**src/rtl/decode_instr_assembler.sv**
```systemverilog
// Decode instruction assembler: gathers multi-dword instructions per wavefront
// slot so dwords of different wavefronts may interleave, with per-slot flush.
module decode_instr_assembler #(
  parameter int NUM_WF     = 40,
  parameter int WFID_W     = 6,
  parameter int MAX_DWORDS = 2,
  parameter int CNT_W      = 3
) (
  input  logic                     clk,
  input  logic                     rst,
  input  logic                     in_valid,
  input  logic [WFID_W-1:0]        in_wfid,
  input  logic [31:0]              in_instr,
  input  logic [31:0]              in_pc,
  input  logic [CNT_W-1:0]         in_need,
  input  logic                     flush_valid,
  input  logic [WFID_W-1:0]        flush_wfid,
  output logic                     out_valid,
  output logic [WFID_W-1:0]        out_wfid,
  output logic [32*MAX_DWORDS-1:0] out_instr,
  output logic [31:0]              out_pc,
  output logic [CNT_W-1:0]         out_ndwords,
  output logic                     half_rqd,
  output logic [WFID_W-1:0]        half_wfid,
  output logic [NUM_WF-1:0]        pending_vec,
  output logic                     err_need
);

  localparam int               IW       = 32 * MAX_DWORDS;
  localparam logic [31:0]      NUM_WF_U = NUM_WF;
  localparam logic [CNT_W-1:0] MAX_CNT  = CNT_W'(MAX_DWORDS);

  typedef enum logic {
    IDLE    = 1'b0,
    COLLECT = 1'b1
  } slot_state_t;

  // Per-slot control (reset) and payload (not reset).
  slot_state_t       state_q [NUM_WF];
  logic [CNT_W-1:0]  cnt_q   [NUM_WF];
  logic [CNT_W-1:0]  need_q  [NUM_WF];
  logic [31:0]       pc_q    [NUM_WF];
  logic [IW-1:0]     dw_q    [NUM_WF];

  logic              in_range;
  logic              flush_ok;
  logic              in_ok;
  logic [WFID_W-1:0] wf_idx;
  logic              busy;
  logic              need_bad;
  logic [CNT_W-1:0]  eff_need;
  logic [CNT_W-1:0]  cur_cnt;
  logic [CNT_W-1:0]  tgt_need;
  logic              complete;
  logic [31:0]       asm_pc;
  logic [IW-1:0]     asm_instr;
  slot_state_t       slot_next;

  // Decode the incoming dword against its slot: acceptance, completion, assembly.
  always_comb begin
    // NOTE: every always_comb output gets a default first so no path infers a latch.
    in_range  = in_valid && (32'(in_wfid) < NUM_WF_U);
    flush_ok  = flush_valid && (32'(flush_wfid) < NUM_WF_U);
    // A flush of the same slot wins over the dword arriving with it.
    in_ok     = in_range && !(flush_ok && (flush_wfid == in_wfid));
    wf_idx    = in_range ? in_wfid : '0;
    busy      = (state_q[wf_idx] == COLLECT);
    need_bad  = (in_need == '0) || (in_need > MAX_CNT);
    eff_need  = (in_need == '0) ? CNT_W'(1) : ((in_need > MAX_CNT) ? MAX_CNT : in_need);
    cur_cnt   = busy ? cnt_q[wf_idx] : '0;
    tgt_need  = busy ? need_q[wf_idx] : eff_need;
    complete  = ((cur_cnt + CNT_W'(1)) == tgt_need);
    asm_pc    = busy ? pc_q[wf_idx] : in_pc;
    asm_instr = '0;
    for (int k = 0; k < MAX_DWORDS; k++) begin
      if (CNT_W'(k) < cur_cnt)       asm_instr[32*k +: 32] = dw_q[wf_idx][32*k +: 32];
      else if (CNT_W'(k) == cur_cnt) asm_instr[32*k +: 32] = in_instr;
    end
    slot_next = complete ? IDLE : COLLECT;
    half_rqd  = in_ok && !complete;
    half_wfid = in_wfid;
  end

  // Expose which slots hold a partial instruction.
  always_comb begin
    pending_vec = '0;
    for (int w = 0; w < NUM_WF; w++) pending_vec[w] = (state_q[w] == COLLECT);
  end

  // Slot state register: advance the addressed slot, then apply any flush.
  always_ff @(posedge clk) begin
    if (rst) begin
      for (int w = 0; w < NUM_WF; w++) begin
        state_q[w] <= IDLE;
        cnt_q[w]   <= '0;
      end
    end else begin
      // NOTE: non-blocking assignments keep every register update order-independent.
      if (in_ok) begin
        state_q[wf_idx] <= slot_next;
        cnt_q[wf_idx]   <= complete ? '0 : cur_cnt + CNT_W'(1);
      end
      if (flush_ok) begin
        state_q[flush_wfid] <= IDLE;
        cnt_q[flush_wfid]   <= '0;
      end
    end
  end

  // Slot payload: capture the partial instruction while it is still incomplete.
  always_ff @(posedge clk) begin
    // NOTE: payload storage has no reset; it is only read while its slot is COLLECT.
    if (in_ok && !complete) begin
      dw_q[wf_idx]   <= asm_instr;
      pc_q[wf_idx]   <= asm_pc;
      need_q[wf_idx] <= tgt_need;
    end
  end

  // Registered issue port: one-cycle valid pulse, data held between issues.
  always_ff @(posedge clk) begin
    if (rst) begin
      out_valid   <= 1'b0;
      out_wfid    <= '0;
      out_instr   <= '0;
      out_pc      <= '0;
      out_ndwords <= '0;
      err_need    <= 1'b0;
    end else begin
      out_valid <= in_ok && complete;
      err_need  <= in_ok && !busy && need_bad;
      if (in_ok && complete) begin
        out_wfid    <= in_wfid;
        out_instr   <= asm_instr;
        out_pc      <= asm_pc;
        out_ndwords <= cur_cnt + CNT_W'(1);
      end
    end
  end

endmodule

```
**config.mk**
```make
export PLATFORM = sky130hd
export DESIGN_NAME = decode_instr_assembler
export DESIGN_NICKNAME = d
export VERILOG_FILES = /design/src/rtl/decode_instr_assembler.sv
export SDC_FILE = /design/constraint.sdc
export NUM_CORES = 2
export LEC_CHECK = 0
export BUFFER_PORTS_ARGS = -buffer_cell sky130_fd_sc_hd__buf_2
export CAP_MARGIN = 20
export CORE_MARGIN = 1.5
export CORE_UTILIZATION = 40
export CTS_CLUSTER_DIAMETER = 100
export CTS_CLUSTER_SIZE = 14
export DETAILED_ROUTE_END_ITERATION = 8
export GPL_ROUTABILITY_DRIVEN = 0
export PLACE_DENSITY = 0.55
export SLEW_MARGIN = 5
export SYNTH_ARGS = -nofsm -noshare
export SYNTH_HDL_FRONTEND = slang
export SYNTH_MEMORY_MAX_BITS = 65536
export SYNTH_SLANG_ARGS = --single-unit
```
**constraint.sdc**
```tcl
create_clock -name clk -period 18.2 [get_ports clk]
set_input_delay 0.91 -clock clk [delete_from_list [all_inputs] [get_ports clk]]
set_output_delay 0.91 -clock clk [all_outputs]
set_load 0.01 [all_outputs]
```
# [Yosys cells after proc, flatten, opt, wreduce, memory -nomap -nowiden]
# Memories as Yosys holds them, arrays and structs flattened.
# Index checks and enable logic that the tools add are counted.
# W data, S select, Z words.
[word_totals] register_bits=107 mem_bits_rw=4120 input_bits=83 out_inout_bits=154 wordCells=72 n_memories=5
[mem_list] name="dw_q" words=40 word_bits=64 rd=1 rd_ports_with_merged_regs=0 wr=1 line="43" source="logic [IW-1:0] dw_q [NUM_WF];"
[mem_list] name="pc_q" words=40 word_bits=32 rd=1 rd_ports_with_merged_regs=0 wr=1 line="42" source="logic [31:0] pc_q [NUM_WF];"
[mem_list] name="cnt_q" words=40 word_bits=3 rd=1 rd_ports_with_merged_regs=0 wr=40 line="40" source="logic [CNT_W-1:0] cnt_q [NUM_WF];"
[mem_list] name="need_q" words=40 word_bits=3 rd=1 rd_ports_with_merged_regs=0 wr=1 line="41" source="logic [CNT_W-1:0] need_q [NUM_WF];"
[mem_list] name="state_q" words=40 word_bits=1 rd=41 rd_ports_with_merged_regs=0 wr=40 line="39" source="slot_state_t state_q [NUM_WF];"
[op_classes] n_addsub=1 magnitude_cmp=5 n_eq_ne=3 mux=34 reduce_logical=18
[ops] cell="$mux W32" n=5
[ops] cell="$mux W6" n=5
[ops] cell="$mux W3" n=7
[ops] cell="$mux W1" n=17
[ops] cell="$lt A6 B6 Y1 const B" n=2
[ops] cell="$logic_and A1 B1 Y1" n=8
[ops] cell="$eq A6 B6 Y1" n=1
[ops] cell="$logic_not A3 Y1" n=2
[ops] cell="$lt A1 B3 Y1 const A" n=2
[ops] cell="$reduce_or A3 Y1" n=2
[ops] cell="$add A3 B1 Y3 const B" n=1
[ops] cell="$eq A1 B3 Y1 const A" n=1
[ops] cell="$eq A3 B3 Y1" n=1
[ops] cell="$gt A3 B2 Y1 const B" n=1
[ops] cell="$logic_not A1 Y1" n=3
[ops] cell="$reduce_or A1 Y1" n=2
[ops] cell="$logic_or A1 B1 Y1" n=1

# [Longest topological paths before layout]
# An unclocked memory read counts as a cell.
[logic_depth] ltp_word=11 depth_mapped=24 mapped_depth_nobuf=14

# [Worst setup path after synthesis]
# OpenSTA, ideal clock, no wires.
[synth_timing] kind="input to register" from="input port in_valid" to="memory dw_q[16][0] (netlist bit) (enable)" setup_time_ns=0.679 arrival_ns=11.584 required_ns=17.521 path_slack_ns=5.938 path_stages=21 path_buffers=9 cell_sequence="buf_2 buf_2 nand3_1 clkbuf_1 o22ai_1 o31ai_1 o2111a_1 nand2_1 nor2_1 clkbuf_1 clkbuf_1 clkbuf_1 clkbuf_1 ha_1 a2111oi_0 a211oi_1 or4_4 buf_6 o21bai_2 buf_2 nor3_1"
[synth_via] elab_chain_len=10 elab_cells_between_ends=14 classes_between="add/sub: 1; eq/ne: 1; mux: 5; reduce/logical: 4; memory: 3"
[synth_lines] element="start: declaration" line="11" source="input logic in_valid,"
[synth_lines] element="$logic_and A1 B1 Y1 *" line="62" source="in_range = in_valid && (32'(in_wfid) < NUM_WF_U);"
[synth_lines] element="$mux W6" line="66" source="wf_idx = in_range ? in_wfid : '0;"
[synth_lines] element="$mem_v2 Z40 W3 / $mem_v2 Z40 W1 (equally long branches)"
[synth_lines] element="$mux W3" line="70" source="cur_cnt = busy ? cnt_q[wf_idx] : '0;"
[synth_lines] element="$add A3 B1 Y3" line="72" source="complete = ((cur_cnt + CNT_W'(1)) == tgt_need);"
[synth_lines] element="$eq A3 B3 Y1" line="72"
[synth_lines] element="$logic_not A1 Y1" line="113" source="if (in_ok && !complete) begin"
[synth_lines] element="$logic_and A1 B1 Y1" line="113"
[synth_lines] element="$mux W1" line="113"
[synth_lines] element="$mux W1 (not written as such)" line="114" source="dw_q[wf_idx] <= asm_instr;"
[synth_lines] element="end: declaration" line="43"
# Mark *: on every way between the ends. The rest lies on a longest branch, timed or not.

# [Final worst setup path]
[layout_timing] from="input port in_wfid[3]" to="memory dw_q[2][34] (netlist bit) (enable)"
[layout_via] elab_chain_len=11 elab_cells_between_ends=18 classes_between="add/sub: 1; order compare: 1; eq/ne: 2; mux: 5; reduce/logical: 6; memory: 3"
[layout_lines] element="start: declaration" line="12" source="input logic [WFID_W-1:0] in_wfid,"
[layout_lines] element="$lt A6 B6 Y1" line="62"
[layout_lines] element="$logic_and A1 B1 Y1" line="62"
[layout_lines] element="$mux W6" line="66"
[layout_lines] element="$mem_v2 Z40 W3 / $mem_v2 Z40 W1 (equally long branches)"
[layout_lines] element="$mux W3" line="70"
[layout_lines] element="$add A3 B1 Y3" line="72"
[layout_lines] element="$eq A3 B3 Y1" line="72"
[layout_lines] element="$logic_not A1 Y1" line="113"
[layout_lines] element="$logic_and A1 B1 Y1" line="113"
[layout_lines] element="$mux W1" line="113"
[layout_lines] element="$mux W1 (not written as such)" line="114"
# Parallel ways exist; a longest one is shown, timed or not.

==> impl_metrics.ini <==
[layout]
synthToLayoutAreaGrowth_pct = 11.8
final_nets = 10000
instances_no_fill = 15400
fill_cells = 34600
drive_gt1_share_pct = 13.4

[power_and_ir_drop]
p_comb_share_pct = 10.0
netSwitchingPower_mw = 5.05
ir_worst_vdd_uv = 82.2
power_frac_clock_pct = 34.5
p_int_mw = 15.1
p_per_area_mw_per_mm2 = 112
p_leak_nw = 57.0
power_frac_seq_pct = 55.5
p_sw_share_pct = 25.1

[logic_synthesis]
synth_top_family_by_area = compound AO/OA/AOI/OAI gates
synth_mux_area_share_pct = 4.94
synth-compound-area-share_pct = 10.8
syn_area_per_cell_um2 = 16.5
synthXorXnorAreaFrac_pct = 0.0578
yosys_most_used_dff = edfxtp_1
synth-seq-cells = 4227
synth_top_area_cell = edfxtp_1
synth_nets = 9794
synth_top_area_share_pct = 74.2
synth_edf_count = 3960
yosysSeqAreaShare_pct = 77.6
synthArstFlopShare_pct = 0
synth_cells = 9709
synth_adder_area_share_pct = 0.0156
yosysWarnings = 0
synth.area.top_cells = edfxtp_1 (74%), dfxtp_1 (3.3%), mux2i_1 (3.2%)
yosysUniqueCellTypes = 90
synth_simple_gate_area_share_pct = 4.45
syn_area_mm2 = 0.160

[critical_path]
worstPathMaxFanout = 41
crit_top_cell = buf_4
critical_path.startpoint_type = primary input
crit_chain = buf_2 -> buf_4 -> o21a_1 -> buf_4 -> nor2_1 -> nand3_1 -> o22ai_1 -> o31ai_1 -> nand2_1 -> nor2_4 -> buf_4 -> inv_1 -> ha_2 -> inv_1 -> a211oi_1 -> or4_4 -> o21bai_4 -> buf_4 -> nor3_2 -> buf_4 -> buf_4 -> buf_4
critical_path_class = primary input to register
critPathTopFamily = buffers and inverters
end_kind = register
crit_buf_inv = 10
cp_slowest_stage_delay_ps = 860
worstSetupPathDepth = 22
cp_data_arrival_time_ps = 10730
cp_data_required_time_ps = 18770
cp_slowest_cell = nor3_2
r2r_cells = 18

[global_routing]
grt_pass1_vias = 96500
grt_antenna_before_repair = 35
grt_remaining_overflow = 0
grt_max_degree = 100
grt_usage_pct = 28.4
grt_pass1_wl_um = 805000

[die]
dieArea_mm2 = 0.404
die_x_um = 636
die_h_um = 636
start_util_pct = 40.2
num_rows = 232
core_mm2 = 0.399
pin_count = 237

[clocking]
cts_htree_levels = 5
cts_resized = 0
clkSlewWorstSetupHoldPaths_ps = 70
tritoncts = done
cts_setup_buffers = 0
clock-root-buffer = clkbuf_16
clock-sinks = 4227
clock_latency_ps = 970
clockBufferDepth = 4
postCtsHoldBufs = 0
numCtsBuffers = 341

[sta]
setup_violations = 0
rsz0062_at_grt = false
tightest_slew_ps = 1270
hold_viol = 0
slew_headroom_pct = 15.6
fin_crit_ps = 10160
max_clock_freq_mhz = 98.4
tns_ps = 0
slew_violations = 0
finalCritPeriodShare_pct = 55.8
skew_ps = 80.6
layout_setup_ws_ps = 8040

[status]
status = finished, final reports clean

[detailed_routing]
wl_per_cell_um = 38.5
detail-route-antenna-nets = 0
drtIter0Drc = 17400
vias = 101000
routed_wl_um = 592000
via_per_inst = 6.58
drt-pass1-iter-count = 7
drc_errors = 0

[placed_design]
dpl_worst_slack_ps = 7460
place_inst = 14900
dp_hpwl_um = 324000
numPortBuffers = 236

[worst_hold_path]
worstHoldPathCells = 3
hold_class = primary input to register

[run]
cap_violations = 0
## state kept, by name, indices dropped and copies added, names as in the netlist
register     flops
state_q         40
dw_q          2560
out_pc          32
need_q         120
out_wfid         6
out_instr       64
pc_q          1280
cnt_q          120
err_need         1
out_valid        1
out_ndwords      3
## worst paths after layout
kind / startpoint / end / slack [ps]
worst max-delay path: in_wfid[3] / dw_q[2][34] / 8040
worst min-delay path: in_pc[22] / pc_q[28][22] / 350
worst max register to register: state_q[2] / dw_q[2][34] / 9510
worst min register to register: out_pc[10] / out_pc[10] / 460
## cell families (layout without fill, tap and decap cells)
group | Yosys count | after routing
fa+ha+maj | 2 | 2
flops | 4227 | 4227
compound gates | 2473 | 2473
xor+xnor | 9 | 9
buf+inv | 760 | 1143
mux | 663 | 663
simple gates | 1575 | 1575
other cells | 0 | 20
## cells in the final DEF (no fill, tap or decap), types with 110 or more instances in the layout
| master | instances |
|---|---|
| a222oi_1 | 375 |
| clkbuf_16 | 350 |
| edfxtp_1 | 3960 |
| nand4_1 | 143 |
| buf_2 | 236 |
| a22oi_1 | 133 |
| nor2_1 | 497 |
| buf_4 | 350 |
| mux2i_1 | 495 |
| clkbuf_1 | 110 |
| nand2_1 | 472 |
| a221oi_1 | 283 |
| a21oi_1 | 741 |
| nand3_1 | 166 |
| o21ai_0 | 338 |
| dfxtp_1 | 267 |
## metrics by stage
| stage | util (%) | total power, mW | hold slack (ps) | cell area [um^2] |
|---|---|---|---|---|
| 2_1_floorplan | - | 12.3 | 447 | 160000 |
| 3_3_place_gp | 42.4 | 13.2 | 447 | 169000 |
| 3_5_place_dp | 42.4 | 13.3 | 452 | 169000 |
| 4_1_cts | 44.8 | 20.1 | 310 | 179000 |
| 5_1_grt | 44.9 | 20.5 | 351 | 179000 |
| 6_report | 44.9 | 20.1 | 348 | 179000 |
## per-layer routing
layer  vias to the layer above  wire length [um]  track usage (%)
met4                        16             24500             10.6
met2                      7425            271000             44.4
met3                      1173             70400             6.37
met1                     52800            226000             38.8
li1                      39800                 -                -
met5                         -               283            0.260
## power groups by stage
stage | registers, mW | clock network, mW | logic, mW
after CTS | 11.2 | 6.99 | 1.92
after detailed placement | 11.4 | 0 | 1.92
final | 11.2 | 6.94 | 2.01
after floorplan | 11.4 | 0 | 0.881
after global routing | 11.2 | 7.32 | 2.06
after global placement | 11.4 | 0 | 1.86
## synthesized netlist by cell type, types with 17 or more instances
cell      instances
nor2b_1          17
a222oi_1        375
a22o_1           95
a211oi_1         52
and3_1           19
o31ai_1          45
nand3_1         168
o21ai_0         364
nor4_1           41
mux4_2           96
nand4_1         143
o22ai_1          81
nor2_1          515
inv_1            22
buf_1           103
a221oi_1        283
clkbuf_1        418
a21oi_1         760
buf_6            21
edfxtp_1       3960
buf_4            89
nand2_1         477
a21boi_0         22
a21o_1           49
a31oi_1          56
dfxtp_1         267
buf_2           104
nor3_1          119
o311a_1          44
mux2i_1         510
o221ai_1         20
mux2_2           55
a22oi_1         133
## worst min-delay path: cells and delay by family
family / cells / cell delay [ps]
AOI/OAI and AO/OA: 1 / 70
buffers and inverters: 1 / 90
and+or+nand+nor: 1 / 60
## area by class of cell
type,count,area (um^2),share of cell area [%]
Antenna cell,20,50.0,0.0279
Clock buffer,461,9180,5.12
Clock inverter,24,382,0.213
Inverter,23,98.8,0.0552
Multi-Input combinational cell,4722,33700,18.8
Sequential cell,4227,124000,69.4
Tap cell,5265,6590,3.68
Timing Repair Buffer,635,4870,2.72
Power figures use the tool's default switching activity.
